`src/rtl/dma_channel_scheduler_if.sv`:
```
// Request/engine bundle shared by the register file, the channel scheduler
// and the DMA control FSM. The scheduler uses the slave modport.
interface dma_channel_scheduler_if #(
  parameter int NUM_CH = 4
);
  localparam int CH_W = $clog2(NUM_CH);

  logic [NUM_CH-1:0]    ch_start;
  logic [16*NUM_CH-1:0] ch_length;
  logic [2*NUM_CH-1:0]  ch_width;
  logic [NUM_CH-1:0]    ch_burst_en;
  logic [NUM_CH-1:0]    ch_pending;
  logic [NUM_CH-1:0]    ch_active;
  logic [NUM_CH-1:0]    ch_done;
  logic [NUM_CH-1:0]    ch_error;
  logic                 eng_start;
  logic [15:0]          eng_total_length;
  logic [1:0]           eng_transfer_width;
  logic                 eng_burst_en;
  logic [CH_W-1:0]      eng_sel;
  logic                 eng_abort;
  logic                 eng_busy;
  logic                 eng_done;
  logic                 eng_error;
  logic                 sched_busy;

  modport master (
    output ch_start, ch_length, ch_width, ch_burst_en, eng_busy, eng_done, eng_error,
    input  ch_pending, ch_active, ch_done, ch_error, eng_start, eng_total_length,
           eng_transfer_width, eng_burst_en, eng_sel, eng_abort, sched_busy
  );

  modport slave (
    input  ch_start, ch_length, ch_width, ch_burst_en, eng_busy, eng_done, eng_error,
    output ch_pending, ch_active, ch_done, ch_error, eng_start, eng_total_length,
           eng_transfer_width, eng_burst_en, eng_sel, eng_abort, sched_busy
  );
endinterface

```
`src/rtl/dma_channel_scheduler.sv`:
```
// Round-robin front end sharing one DMA control engine among NUM_CH channels:
// one-deep request queue per channel, launch, watchdog and per-channel retire pulses.
module dma_channel_scheduler #(
  parameter int NUM_CH  = 4,
  parameter int TIMEOUT = 4096
) (
  input logic                   clk,
  input logic                   rst_n,
  dma_channel_scheduler_if.slave bus
);
  localparam int CH_W = $clog2(NUM_CH);
  localparam logic [1:0] ST_IDLE   = 2'd0;
  localparam logic [1:0] ST_GRANT  = 2'd1;
  localparam logic [1:0] ST_RUN    = 2'd2;
  localparam logic [1:0] ST_RETIRE = 2'd3;
  localparam logic [15:0] WD_LIMIT = 16'(TIMEOUT - 1);
  localparam logic [NUM_CH-1:0] CH_ONE = {{(NUM_CH-1){1'b0}}, 1'b1};
  localparam logic [NUM_CH-1:0] CH_NONE = {NUM_CH{1'b0}};

  logic [1:0]        state_r, state_nxt_s;
  logic [NUM_CH-1:0] pending_r, active_r, done_r, error_r;
  logic [NUM_CH-1:0] req_set_s, zero_err_s, grant_clr_s;
  logic [CH_W-1:0]   sel_r, last_grant_r, win_idx_s, cand_s;
  logic              win_found_s, grant_go_s, run_end_s, run_err_s, timeout_s;
  logic [15:0]       wd_r, len_r;
  logic [1:0]        width_r;
  logic              burst_r;
  logic              eng_busy_unused_s;

  assign eng_busy_unused_s = bus.eng_busy;

  // Split incoming starts into queued requests and zero-length rejections.
  always_comb begin
    req_set_s  = CH_NONE;
    zero_err_s = CH_NONE;
    for (int i = 0; i < NUM_CH; i++) begin
      if (bus.ch_length[16*i +: 16] == 16'd0) begin
        zero_err_s[i] = bus.ch_start[i];
      end else begin
        req_set_s[i] = bus.ch_start[i];
      end
    end
  end

  // Round-robin search over pending channels, starting after the last grant.
  always_comb begin
    win_found_s = 1'b0;
    win_idx_s   = {CH_W{1'b0}};
    cand_s      = {CH_W{1'b0}};
    for (int k = 1; k <= NUM_CH; k++) begin
      cand_s = CH_W'((int'(last_grant_r) + k) % NUM_CH);
      if (!win_found_s && pending_r[cand_s]) begin
        win_found_s = 1'b1;
        win_idx_s   = cand_s;
      end else begin
        win_found_s = win_found_s;
      end
    end
  end

  assign timeout_s   = (wd_r >= WD_LIMIT);
  assign grant_go_s  = (state_r == ST_IDLE) && win_found_s;
  assign grant_clr_s = grant_go_s ? (CH_ONE << win_idx_s) : CH_NONE;

  // Next-state logic; in RUN an engine error outranks done, and done outranks the watchdog.
  always_comb begin
    state_nxt_s = state_r;
    run_end_s   = 1'b0;
    run_err_s   = 1'b0;
    case (state_r)
      ST_IDLE: begin
        if (win_found_s) begin
          state_nxt_s = ST_GRANT;
        end else begin
          state_nxt_s = ST_IDLE;
        end
      end
      ST_GRANT: state_nxt_s = ST_RUN;
      ST_RUN: begin
        if (bus.eng_error) begin
          run_end_s = 1'b1;
          run_err_s = 1'b1;
        end else if (bus.eng_done) begin
          run_end_s = 1'b1;
        end else if (timeout_s) begin
          run_end_s = 1'b1;
          run_err_s = 1'b1;
        end else begin
          run_end_s = 1'b0;
        end
        state_nxt_s = run_end_s ? ST_RETIRE : ST_RUN;
      end
      ST_RETIRE: state_nxt_s = ST_IDLE;
      default:   state_nxt_s = ST_IDLE;
    endcase
  end

  // Scheduler state, request queue, grant latches and retire pulses.
  always_ff @(posedge clk or negedge rst_n) begin
    if (!rst_n) begin
      state_r      <= ST_IDLE;
      pending_r    <= CH_NONE;
      active_r     <= CH_NONE;
      done_r       <= CH_NONE;
      error_r      <= CH_NONE;
      sel_r        <= {CH_W{1'b0}};
      last_grant_r <= CH_W'(NUM_CH - 1);
      len_r        <= 16'd0;
      width_r      <= 2'd0;
      burst_r      <= 1'b0;
      wd_r         <= 16'd0;
    end else begin
      state_r   <= state_nxt_s;
      pending_r <= (pending_r & ~grant_clr_s) | req_set_s;
      done_r    <= (run_end_s && !run_err_s) ? (CH_ONE << sel_r) : CH_NONE;
      error_r   <= zero_err_s | ((run_end_s && run_err_s) ? (CH_ONE << sel_r) : CH_NONE);
      if (grant_go_s) begin
        sel_r    <= win_idx_s;
        len_r    <= bus.ch_length[16*win_idx_s +: 16];
        width_r  <= bus.ch_width[2*win_idx_s +: 2];
        burst_r  <= bus.ch_burst_en[win_idx_s];
        active_r <= CH_ONE << win_idx_s;
      end else if (state_r == ST_RETIRE) begin
        active_r     <= CH_NONE;
        last_grant_r <= sel_r;
      end else begin
        active_r <= active_r;
      end
      if (state_r == ST_GRANT) begin
        wd_r <= 16'd0;
      end else if ((state_r == ST_RUN) && (wd_r != 16'hFFFF)) begin
        wd_r <= wd_r + 16'd1;
      end else begin
        wd_r <= wd_r;
      end
    end
  end

  assign bus.ch_pending         = pending_r;
  assign bus.ch_active          = active_r;
  assign bus.ch_done            = done_r;
  assign bus.ch_error           = error_r;
  assign bus.eng_start          = (state_r == ST_GRANT);
  assign bus.eng_total_length   = len_r;
  assign bus.eng_transfer_width = width_r;
  assign bus.eng_burst_en       = burst_r;
  assign bus.eng_sel            = sel_r;
  assign bus.sched_busy         = (state_r != ST_IDLE);
  // Abort is only raised when neither engine pulse arrives in the expiring cycle.
  assign bus.eng_abort = (state_r == ST_RUN) && timeout_s && !bus.eng_done && !bus.eng_error;
endmodule

```
`src/flat_wrapper.sv`:
```
// flat-port wrapper written by rule: the top's interface ports become plain ports
module dma_channel_scheduler_flat 
#(
  parameter int NUM_CH  = 4,
  parameter int TIMEOUT = 4096
)
  (clk, rst_n, bus_ch_start, bus_ch_length, bus_ch_width, bus_ch_burst_en, bus_eng_busy, bus_eng_done, bus_eng_error, bus_ch_pending, bus_ch_active, bus_ch_done, bus_ch_error, bus_eng_start, bus_eng_total_length, bus_eng_transfer_width, bus_eng_burst_en, bus_eng_sel, bus_eng_abort, bus_sched_busy);
  dma_channel_scheduler_if #(.NUM_CH(NUM_CH)) bus_i ();
  input logic clk;
  input logic rst_n;
  input wire logic [$bits(bus_i.ch_start)-1:0] bus_ch_start;
  input wire logic [$bits(bus_i.ch_length)-1:0] bus_ch_length;
  input wire logic [$bits(bus_i.ch_width)-1:0] bus_ch_width;
  input wire logic [$bits(bus_i.ch_burst_en)-1:0] bus_ch_burst_en;
  input wire logic [$bits(bus_i.eng_busy)-1:0] bus_eng_busy;
  input wire logic [$bits(bus_i.eng_done)-1:0] bus_eng_done;
  input wire logic [$bits(bus_i.eng_error)-1:0] bus_eng_error;
  output wire logic [$bits(bus_i.ch_pending)-1:0] bus_ch_pending;
  output wire logic [$bits(bus_i.ch_active)-1:0] bus_ch_active;
  output wire logic [$bits(bus_i.ch_done)-1:0] bus_ch_done;
  output wire logic [$bits(bus_i.ch_error)-1:0] bus_ch_error;
  output wire logic [$bits(bus_i.eng_start)-1:0] bus_eng_start;
  output wire logic [$bits(bus_i.eng_total_length)-1:0] bus_eng_total_length;
  output wire logic [$bits(bus_i.eng_transfer_width)-1:0] bus_eng_transfer_width;
  output wire logic [$bits(bus_i.eng_burst_en)-1:0] bus_eng_burst_en;
  output wire logic [$bits(bus_i.eng_sel)-1:0] bus_eng_sel;
  output wire logic [$bits(bus_i.eng_abort)-1:0] bus_eng_abort;
  output wire logic [$bits(bus_i.sched_busy)-1:0] bus_sched_busy;
  assign bus_i.ch_start = bus_ch_start;
  assign bus_i.ch_length = bus_ch_length;
  assign bus_i.ch_width = bus_ch_width;
  assign bus_i.ch_burst_en = bus_ch_burst_en;
  assign bus_i.eng_busy = bus_eng_busy;
  assign bus_i.eng_done = bus_eng_done;
  assign bus_i.eng_error = bus_eng_error;
  assign bus_ch_pending = bus_i.ch_pending;
  assign bus_ch_active = bus_i.ch_active;
  assign bus_ch_done = bus_i.ch_done;
  assign bus_ch_error = bus_i.ch_error;
  assign bus_eng_start = bus_i.eng_start;
  assign bus_eng_total_length = bus_i.eng_total_length;
  assign bus_eng_transfer_width = bus_i.eng_transfer_width;
  assign bus_eng_burst_en = bus_i.eng_burst_en;
  assign bus_eng_sel = bus_i.eng_sel;
  assign bus_eng_abort = bus_i.eng_abort;
  assign bus_sched_busy = bus_i.sched_busy;
  dma_channel_scheduler #(.NUM_CH(NUM_CH), .TIMEOUT(TIMEOUT)) u_core (.clk(clk), .rst_n(rst_n), .bus(bus_i));
endmodule
```
`config.mk`:
```
export PLATFORM = sky130hd
export DESIGN_NAME = dma_channel_scheduler_flat
export DESIGN_NICKNAME = d
export VERILOG_FILES = /design/src/rtl/dma_channel_scheduler_if.sv /design/src/rtl/dma_channel_scheduler.sv /design/src/flat_wrapper.sv
export SDC_FILE = /design/constraint.sdc
export NUM_CORES = 1
export LEC_CHECK = 0
export ABC_AREA = 1
export BUFFER_PORTS_ARGS = -buffer_cell sky130_fd_sc_hd__buf_2
export CAP_MARGIN = 20
export CORE_MARGIN = 2
export CORE_UTILIZATION = 45
export CTS_CLUSTER_SIZE = 10
export DETAILED_ROUTE_END_ITERATION = 8
export PLACE_DENSITY_LB_ADDON = 0.25
export SLEW_MARGIN = 10
export SYNTH_ARGS = -nofsm -noshare
export SYNTH_HDL_FRONTEND = slang
export SYNTH_SLANG_ARGS = --single-unit
```
`constraint.sdc`:
```
create_clock -name clk -period 1.79 [get_ports clk]
set_input_delay 0.2685 -clock clk [delete_from_list [all_inputs] [get_ports clk]]
set_output_delay 0.2685 -clock clk [all_outputs]
set_load 0.02 [all_outputs]
```
=== Yosys cells after proc, flatten, opt, wreduce, memory -nomap -nowiden ===
Index checks and enable logic that the tools add are counted.

* Bits in registers: 57
* Output and inout port bits: 40
* Word-level logic and storage cells: 104
* Input port bits: 85

* Reduce and logical (&&, ||, !) cells: 25
* $lt $le $gt $ge: 6
* Eq/ne operators: 4
* Shift-type cells: 4
* Bitwise operators: 5
* Add/subtract/negate cells: 5
* Muxes and demuxes: 44

{| class="wikitable"
|+ Operator list
! operator !! number
|-
| $logic_not 16->1 || 4
|-
| $shiftx 64x7->16 || 1
|-
| $mux 16 || 2
|-
| $mux 1 || 27
|-
| $mux 4 || 5
|-
| $add 16x1->16 const B || 1
|-
| $ge 16x12->1 const B || 1
|-
| $ne 16x16->1 const B || 1
|-
| $lt 2x3->1 const B || 5
|-
| $bmux 1 s2 || 5
|-
| $logic_and 1x1->1 || 10
|-
| $mux 2 || 4
|-
| $or 4x4->4 || 2
|-
| $pmux 2 s4 || 1
|-
| $shiftx 8x4->2 || 1
|-
| $shl 1x2->4 const A || 2
|-
| $logic_not 1->1 || 6
|-
| $reduce_bool 2->1 || 3
|-
| $add 2x1->2 const B || 2
|-
| $add 2x2->2 const B || 2
|-
| $and 4x4->4 || 1
|-
| $eq 2x2->1 const B || 2
|-
| $not 4->4 || 1
|-
| $eq 2x1->1 const B || 1
|-
| 3 further kinds || 3
|}

=== Logic depth before layout (Yosys ltp) ===
Gate-level depths: netlist of the first run.

* Word-level depth: 18
* Depth in mapped cells: 17
* Depth with buffers taken out: 14

=== Worst setup path after synthesis of the first run ===
No wires, ideal clock.

* Path type: reg2out
* Start: register u_core.wd_r[0]
* End: output port bus_eng_abort
* Slack: -280 ps
* Cell stages (with the launch flop): 8
* Arrival: 1,801 ps
* Buffers on the path: 0
* Data required time: 1,521 ps
* Cell sequence: dfrtp_1 -> ha_1 -> nand3_1 -> nor3_1 -> nand2_1 -> nor2_1 -> nor2_1 -> nor4_1

* Word-level cells in the longest chain between the ends: 4

{| class="wikitable"
|+ Ends and longest elaborated chain
! element !! line !! text
|-
| from (decl) || dma_channel_scheduler.sv:25 || <nowiki>logic [15:0] wd_r, len_r;</nowiki>
|-
| from (signal assigned) || dma_channel_scheduler.sv:132 || <nowiki>wd_r <= wd_r + 16'd1;</nowiki>
|-
| from (signal assigned) || dma_channel_scheduler.sv:134 || <nowiki>wd_r <= wd_r;</nowiki>
|-
| $ge 16x12->1 || dma_channel_scheduler.sv:61 || <nowiki>assign timeout_s = (wd_r >= WD_LIMIT);</nowiki>
|-
| $logic_and 1x1->1 (3 in series) || dma_channel_scheduler.sv:150 || <nowiki>assign bus.eng_abort = (state_r == ST_RUN) && timeout_s && !bus.eng_done && !bus.eng_error;</nowiki>
|-
| to (decl) || flat_wrapper.sv:27 || <nowiki>output wire logic [$bits(bus_i.eng_abort)-1:0] bus_eng_abort;</nowiki>
|}

Every way passes these cells.

=== Final worst setup path of the first run ===
* Start: register u_core.last_grant_r[0]
* End: register u_core.pending_r[0] (netlist: u_core.bus.ch_pending[0])

* Word-level cells in the longest chain between the ends: 18
* Elaborated cells between the ends (all ways): 32
* Those cells by class: add/sub (4); shift (1); mux (17); bitwise (3); reduce/logical (7)

{| class="wikitable"
|+ Ends and longest elaborated chain
! element !! line !! text
|-
| from (decl) || dma_channel_scheduler.sv:23 || <nowiki>logic [CH_W-1:0] sel_r, last_grant_r, win_idx_s, cand_s;</nowiki>
|-
| from (signal assigned) || dma_channel_scheduler.sv:107 || <nowiki>last_grant_r <= CH_W'(NUM_CH - 1);</nowiki>
|-
| from (signal assigned) || dma_channel_scheduler.sv:125 || <nowiki>last_grant_r <= sel_r;</nowiki>
|-
| $add 2x1->2 || dma_channel_scheduler.sv:51 || <nowiki>cand_s = CH_W'((int'(last_grant_r) + k) % NUM_CH);</nowiki>
|-
| $bmux 1 s2 || dma_channel_scheduler.sv:52 || <nowiki>if (!win_found_s && pending_r[cand_s]) begin</nowiki>
|-
| $mux 1 (not written as such) || dma_channel_scheduler.sv:52 ||
|-
| $mux 1 || dma_channel_scheduler.sv:52 ||
|-
| $logic_not 1->1 || dma_channel_scheduler.sv:52 ||
|-
| $logic_and 1x1->1 || dma_channel_scheduler.sv:52 ||
|-
| $mux 1 || dma_channel_scheduler.sv:52 ||
|-
| $logic_not 1->1 || dma_channel_scheduler.sv:52 ||
|-
| [... 2 more ...] || -- ||
|-
| $logic_not 1->1 || dma_channel_scheduler.sv:52 ||
|-
| $logic_and 1x1->1 || dma_channel_scheduler.sv:52 ||
|-
| $mux 2 or $mux 1 (tied branches) || dma_channel_scheduler.sv:52 ||
|-
| $shl 1x2->4 or $logic_and 1x1->1 (tied branches) || dma_channel_scheduler.sv:63, dma_channel_scheduler.sv:62 ||
|-
| $mux 4 * || dma_channel_scheduler.sv:63 || <nowiki>assign grant_clr_s = grant_go_s ? (CH_ONE << win_idx_s) : CH_NONE;</nowiki>
|-
| $not 4->4 * || dma_channel_scheduler.sv:114 || <nowiki>pending_r <= (pending_r & ~grant_clr_s) | req_set_s;</nowiki>
|-
| $and 4x4->4 * || dma_channel_scheduler.sv:114 ||
|-
| $or 4x4->4 * || dma_channel_scheduler.sv:114 ||
|-
| to (signal assigned) || dma_channel_scheduler.sv:114 ||
|-
| to (decl) || dma_channel_scheduler.sv:21 || <nowiki>logic [NUM_CH-1:0] pending_r, active_r, done_r, error_r;</nowiki>
|}

Every way passes the cells marked *; elsewhere a longest branch is shown, timed or not. The select of a mux whose other input is x is not followed.
A chain may end at the register's enable or synchronous reset.

==> results.md, run 1 <==
- Status: finished with violations
- Failing checks: negative setup slack
- Fillcell total: 578
- Final GP Congestion: 0.9605
- Ys flop type: dfrtp_1
- Net Sw Frac: 0.4865
- Antenna violations before repair: 0
- Layout cells sized above 1: 0.4987
- Max clock buf depth: 2
- Seq cells post-synth: 57
- CTS Sinks: 57
- CP Capture Type: flop
- Combinational Power Share: 0.788
- Count of final setup violators: 47
- Slew Limit Headroom: 0.5933
- Area of the multi-input gates: 2634 um2
- I/O pin count: 125
- Req. time, crit path: 2.02 ns
- DR pass1 iterations: 5
- GRT Util Overall: 0.3150
- Skew-Pair Late Insertion Delay: 0.35 ns
- Nets: 846
- Register area share after synthesis: 0.3776
- Worst R2R Setup Slack: -0.36 ns
- Post-Synthesis Cells: 562
- Core footprint: 8175 um2
- Final worst clock skew: 0.008688 ns
- Vias in the first global route: 4553
- Cts bufs inserted: 9
- FFs w/ async S/R, synth: 1.000
- Hpwl dp: 9.204 mm
- Seq pwr share: 0.134
- Syn. warnings: 0
- First-pass GRT wire length: 21.96 mm
- Inserted Diodes: 0
- Aggregate routed wire length: 14.40 mm
- Least-Margin Pin Slew: 0.6094 ns
- Total Die Area: 9158 um2
- Fin Setup TNS: -11.43 ns
- Int Pwr: 7879 uW
- Netlist cell types: 31
- Syn avg cell area: 6.732 um2
- Fin crit period: 2.146 ns
- CP Launch Point: u_core.last_grant_r[0]$_DFFE_PN1P_
- PwrDens: 2434 nW/um2
- R2r worst-path depth: 14
- Psw: 7465 uW
- Via density: 5.528
- HP Start: bus_ch_start[2]
- RSZ-0062 raised after global routing: true
- Worst flop-to-flop path endpoint: u_core.bus.ch_pending[0]$_DFF_PN0_
- Post-route ant nets: 0
- Synth-to-Final Area Change: 66.63%
- F_max: 0.4660 GHz
- Initial DRC count: 253
- Leak pwr: 0.003389 uW
- DRC viols: 0
- Row count: 33
- Clock slew at reported path FFs: 0.06 ns
- Final number of hold-violating endpoints: 0
- CTS tree: yes
- Fin util: 0.7712
- Initial Util: 0.4628
- Clock power share: 0.078
- HP Class: input port to flop
- Final Cycle Share: 1.199
- Largest net degree at the start of global routing: 22
- Netlist Area Pre-Place: 3784 um2
- VDD IR max: 1412 uV
- Worst setup path category: flop to flop
- Syn nets: 653
- Post-synth EDFFs: 0
- Die Span X: 95.70 um
- Die height: 95.70 um
- Gr ovfl total: 0
- Pins Over Slew Limit: 0
- Worst Hold Endpoint: u_core.bus.ch_pending[2]$_DFF_PN0_
- Data arrival, critical path: 2.38 ns
- Peak fanout along the critical path: 8
- Routed wire per std cell: 16.64 um
- Max Cap Viol: 0
- CTS H-Tree Depth: 3
- RR Startpoint: u_core.last_grant_r[0]$_DFFE_PN1P_
- Min-Delay Path Depth: 3
- FF/Latch Area: 1429 um2
- Via Count: 4782
- PnR worst setup slack: -0.3557 ns
- Crit start category: flop
- PortBufs: 123
- Root Driver: clkbuf_8
## Yosys cell counts, types with 6 or more instances
cell type / number / area share
inv_1: 94 / 0.093
nor4_1: 19 / 0.031
nand3_1: 87 / 0.12
or2_1: 10 / 0.017
a21oi_1: 9 / 0.012
nand3b_1: 10 / 0.020
dfrtp_1: 55 / 0.36
clkbuf_1: 6 / 0.0060
o21ai_0: 12 / 0.016
nor2_1: 28 / 0.028
nand2_1: 172 / 0.17
ha_1: 6 / 0.020
buf_2: 6 / 0.0079
## logic make-up (layout without fill, tap and decap cells)
| logic type | count (synthesis) | in the layout | share of synthesized area |
|---|---|---|---|
| adders and majority gates | 6 | 6 | 0.01984 |
| DFF | 57 | 57 | 0.3776 |
| buffers and inverters | 118 | 316 | 0.1306 |
| AOI/OAI and AO/OA | 36 | 36 | 0.05357 |
| and+or+nand+nor | 342 | 342 | 0.4114 |
| xor gates and xnor gates | 3 | 3 | 0.006946 |
## critical path, cell delays in order (launching register included)
cell	delay, ns
dfstp_2	0.57
buf_12	0.13
inv_8	0.05
nand2_4	0.06
nand2_1	0.09
nand2_2	0.10
nand2_2	0.07
nor2_4	0.13
buf_6	0.14
nand3_4	0.08
nand2_4	0.14
buf_4	0.13
buf_6	0.08
nand2_2	0.07
a22o_1	0.19
## state kept, by name, summed over array words and instances (netlist names)
register / count
u_core.last_grant_r: 2
u_core.bus.ch_active: 4
u_core.bus.eng_transfer_width: 2
u_core.bus.ch_pending: 4
u_core.bus.eng_burst_en: 1
u_core.bus.ch_error: 4
u_core.state_r: 2
u_core.wd_r: 16
u_core.bus.ch_done: 4
u_core.bus.eng_total_length: 16
u_core.bus.eng_sel: 2
## metal layers
layer	vias to the layer above	global-route usage	wire [um]
li1	2187	-	-
met5	-	0	0
met1	2225	0.4145	5582
met3	57	0.04229	1383
met2	313	0.5117	6830
met4	0	0.1536	600
## through the flow
stage                     cells  total power, uW  hold slack, ns  cell area [um2]  setup slack, ns
after floorplan             562             6822        -0.02709             3821         -0.03998
after global placement      819             9073          0.2684             4877          -0.2389
after detailed placement    819             9223          0.2775             4877          -0.2711
after CTS                   860            14200          0.1505             5987          -0.3001
after global routing        865            16320          0.1902             6305          -0.4482
final                       865            15340          0.1646             6305          -0.3557
## final cells by class
| cell class | instances | area share |
|---|---|---|
| tap | 105 | 0.02084 |
| multi-input combinational | 387 | 0.4177 |
| timing repair buffer | 202 | 0.2439 |
| sequential | 57 | 0.2266 |
| clock buffer | 14 | 0.02897 |
| inverter | 98 | 0.06033 |
| clock inverter | 2 | 0.001588 |
## what timing repair did
item / 4_1_cts / 5_1_grt
setup endpoints to repair: 38 / 51
setup buffers: 18 / 8
gates cloned: 6 / 0
gates resized for setup: 170 / 72
hold buffers: 1 / 0
endpoints found under the hold margin: 19 / 0
pin swaps: 69 / 40
## how the worst max path moves through the flow
stage / endpoint / cells after the start
after floorplan: u_core.bus.eng_total_length[15]$_DFFE_PN0P_ / 16
after global placement: u_core.bus.ch_active[3]$_DFFE_PN0P_ / 13
after detailed placement: u_core.bus.ch_active[3]$_DFFE_PN0P_ / 13
after CTS: bus_eng_abort / 9
after global routing: u_core.bus.eng_total_length[8]$_DFFE_PN0P_ / 15
final: u_core.bus.ch_pending[0]$_DFF_PN0_ / 14
## layout by cell type, fill, tap and decap left out, types with 8 or more instances in the layout
cell / n
nand2_1: 103
dfrtp_1: 55
buf_12: 13
or2_1: 8
nor2_1: 18
clkbuf_8: 13
nand2_2: 43
buf_4: 39
inv_1: 90
nand3_2: 37
buf_2: 122
buf_6: 21
nor4_1: 18
nand3_1: 48
nand2_4: 27
nor2_4: 9
o21ai_2: 9
nand3b_1: 10
## power by group through the flow
stage          registers, uW  clock network [uW]  logic, uW
6_report                2050                1190      12100
5_1_grt                 2100                1250      13000
4_1_cts                 2020                1190      11000
3_5_place_dp            2050                   0       7170
3_3_place_gp            2050                   0       7030
2_1_floorplan           2390                   0       4430
No activity file was read; power rests on OpenSTA's default activity.
==> inputs of run 2 (changes only) <==
--- a/config.mk
+++ b/config.mk
@@ -9,7 +9,7 @@
 export BUFFER_PORTS_ARGS = -buffer_cell sky130_fd_sc_hd__buf_2
 export CAP_MARGIN = 20
 export CORE_MARGIN = 2
-export CORE_UTILIZATION = 45
+export CORE_UTILIZATION = 46
 export CTS_CLUSTER_SIZE = 10
 export DETAILED_ROUTE_END_ITERATION = 8
 export PLACE_DENSITY_LB_ADDON = 0.25
==> results.md, run 2 (synthesized netlist as in run 1, its figures left out) <==
- Status: finished with violations
- Failing checks: negative setup slack
- Count of final setup violators: 48
- Max Cap Viol: 0
- I/O pin count: 125
- Die Span X: 94.70 um
- Combinational Power Share: 0.779
- GRT Util Overall: 0.3192
- Leak pwr: 0.003447 uW
- Post-route ant nets: 0
- Fillcell total: 524
- Final GP Congestion: 0.9315
- Slew Limit Headroom: 0.5772
- Skew-Pair Late Insertion Delay: 0.36 ns
- PnR worst setup slack: -0.4363 ns
- First-pass GRT wire length: 21.81 mm
- PortBufs: 123
- PwrDens: 2433 nW/um2
- Aggregate routed wire length: 15.81 mm
- RSZ-0062 raised after global routing: true
- Gr ovfl total: 0
- Inserted Diodes: 0
- Root Driver: clkbuf_8
- CTS H-Tree Depth: 3
- Commonest cells after routing, fill and taps aside: 122 x buf_2, 106 x nand2_1, 89 x inv_1, 55 x dfrtp_1
- Via density: 5.696
- Via Count: 4944
- DR pass1 iterations: 5
- Die height: 94.70 um
- Commonest non-fill, non-tap cell in the layout: buf_2
- Largest net degree at the start of global routing: 39
- Fin area: 6400 um2
- Max clock buf depth: 2
- Peak fanout along the critical path: 14
- Layout cells sized above 1: 0.5007
- Final number of hold-violating endpoints: 0
- Int Pwr: 7845 uW
- Initial DRC count: 340
- Core footprint: 8093 um2
- Final Cycle Share: 1.244
- Row count: 33
- HP Class: input port to flop
- Psw: 7728 uW
- Placed Area: 4822 um2
- Fin crit period: 2.226 ns
- Data arrival, critical path: 2.47 ns
- CTS Sinks: 57
- Worst setup path category: flop to flop
- F_max: 0.4492 GHz
- Pins Over Slew Limit: 0
- FF/Latch Area: 1429 um2
- Total Die Area: 8967 um2
- Tot Pwr: 15570 uW
- Clock slew at reported path FFs: 0.07 ns
- Cts bufs inserted: 9
- CP Capture Type: flop
- Synth-to-Final Area Change: 69.15%
- Net Sw Frac: 0.4963
- Final Non-Filler Cells: 868
- Least-Margin Pin Slew: 0.6335 ns
- Routed wire per std cell: 18.21 um
- Vias in the first global route: 4635
- Fin util: 0.7908
- Initial Util: 0.4675
- VDD IR max: 1692 uV
- Seq pwr share: 0.135
- Area of the multi-input gates: 2626 um2
- Inst Count DP: 815
- Crit start category: flop
- Clock power share: 0.086
- Final worst clock skew: 0.008276 ns
- Hpwl dp: 8.952 mm
- Nets: 849
- Antenna violations before repair: 0
- Req. time, crit path: 2.03 ns
- CTS tree: yes
- DRC viols: 0
[run 2: changes by cell type in the layout (fill, tap and decap cells not counted), moves of 3 or more]
cell	before	now
buf_16	3	7
clkbuf_8	13	9
nand2_4	27	23
nand3_1	48	44
buf_12	13	10
nand2_1	103	106
o22ai_1	0	3
o22ai_2	4	1
[run 2: stage by stage]
| step | hold slack (ns) | TNS, ns | worst slack, ns |
|---|---|---|---|
| 3_5_place_dp | 0.2778 | -7.921 | -0.2874 |
| 4_1_cts | 0.1586 | -8.053 | -0.2927 |
| 2_1_floorplan | -0.02709 | -0.5255 | -0.03998 |
| 5_1_grt | 0.1653 | -18.13 | -0.5317 |
| 6_report | 0.1604 | -12.77 | -0.4363 |
| 3_3_place_gp | 0.2704 | -5.593 | -0.2035 |
[run 2: cell type report]
type | instances | share of cell area
Clock buffer | 10 | 0.01994
Clock inverter | 6 | 0.01290
Inverter | 98 | 0.06100
Multi-Input combinational cell | 387 | 0.4104
Sequential cell | 57 | 0.2233
Tap cell | 105 | 0.02053
Timing Repair Buffer | 205 | 0.2520
[run 2: layer usage]
metal | wire, um | track usage
met1 | 5733 | 0.4002
met3 | 1503 | 0.07263
met4 | 940 | 0.1618
met2 | 7631 | 0.5160
met5 | 0 | 0
[run 2: timing repair]
| item | 4_1_cts | 5_1_grt |
|---|---|---|
| buffers inserted | 19 | 13 |
| gates cloned | 8 | 1 |
| endpoints found under the hold margin | 19 | 0 |
| pin swaps | 46 | 50 |
| hold buffers | 1 | 0 |
| gates resized for setup | 136 | 110 |
| setup endpoints to repair | 40 | 51 |
[run 2: final timing paths]
check / from / endpoint / slack [ns] / depth (start not counted)
min reg2reg: u_core.bus.eng_burst_en$_DFFE_PN0P_ / u_core.bus.eng_burst_en$_DFFE_PN0P_ / 0.49 / 2
min: bus_ch_start[0] / u_core.bus.ch_pending[0]$_DFF_PN0_ / 0.16 / 2
max reg2reg: u_core.last_grant_r[0]$_DFFE_PN1P_ / u_core.bus.eng_total_length[13]$_DFFE_PN0P_ / -0.44 / 13
min in group asynchronous: rst_n / u_core.bus.eng_total_length[0]$_DFFE_PN0P_ / 0.44 / 2
max in group asynchronous: rst_n / u_core.last_grant_r[0]$_DFFE_PN1P_ / 0.70 / 3
max: u_core.last_grant_r[0]$_DFFE_PN1P_ / u_core.bus.eng_total_length[13]$_DFFE_PN0P_ / -0.44 / 13
[run 2: power by group through the flow]
stage / clock (uW) / combinational, uW / sequential, uW
floorplan: 0 / 4430 / 2390
global placement: 0 / 6750 / 2070
detailed placement: 0 / 6910 / 2080
CTS: 1330 / 10200 / 2070
global route: 1400 / 12800 / 2140
finish: 1340 / 12100 / 2100
[run 2: worst max-delay path, stage by stage (launching register included)]
cell,delay (ns)
dfstp_2,0.64
buf_6,0.14
nand2_2,0.08
nand2_4,0.11
nand2_4,0.07
nand2_4,0.09
buf_6,0.11
inv_4,0.04
nand3_4,0.11
nand3_4,0.15
buf_12,0.18
or2_1,0.22
nand3_1,0.08
nand3_1,0.07
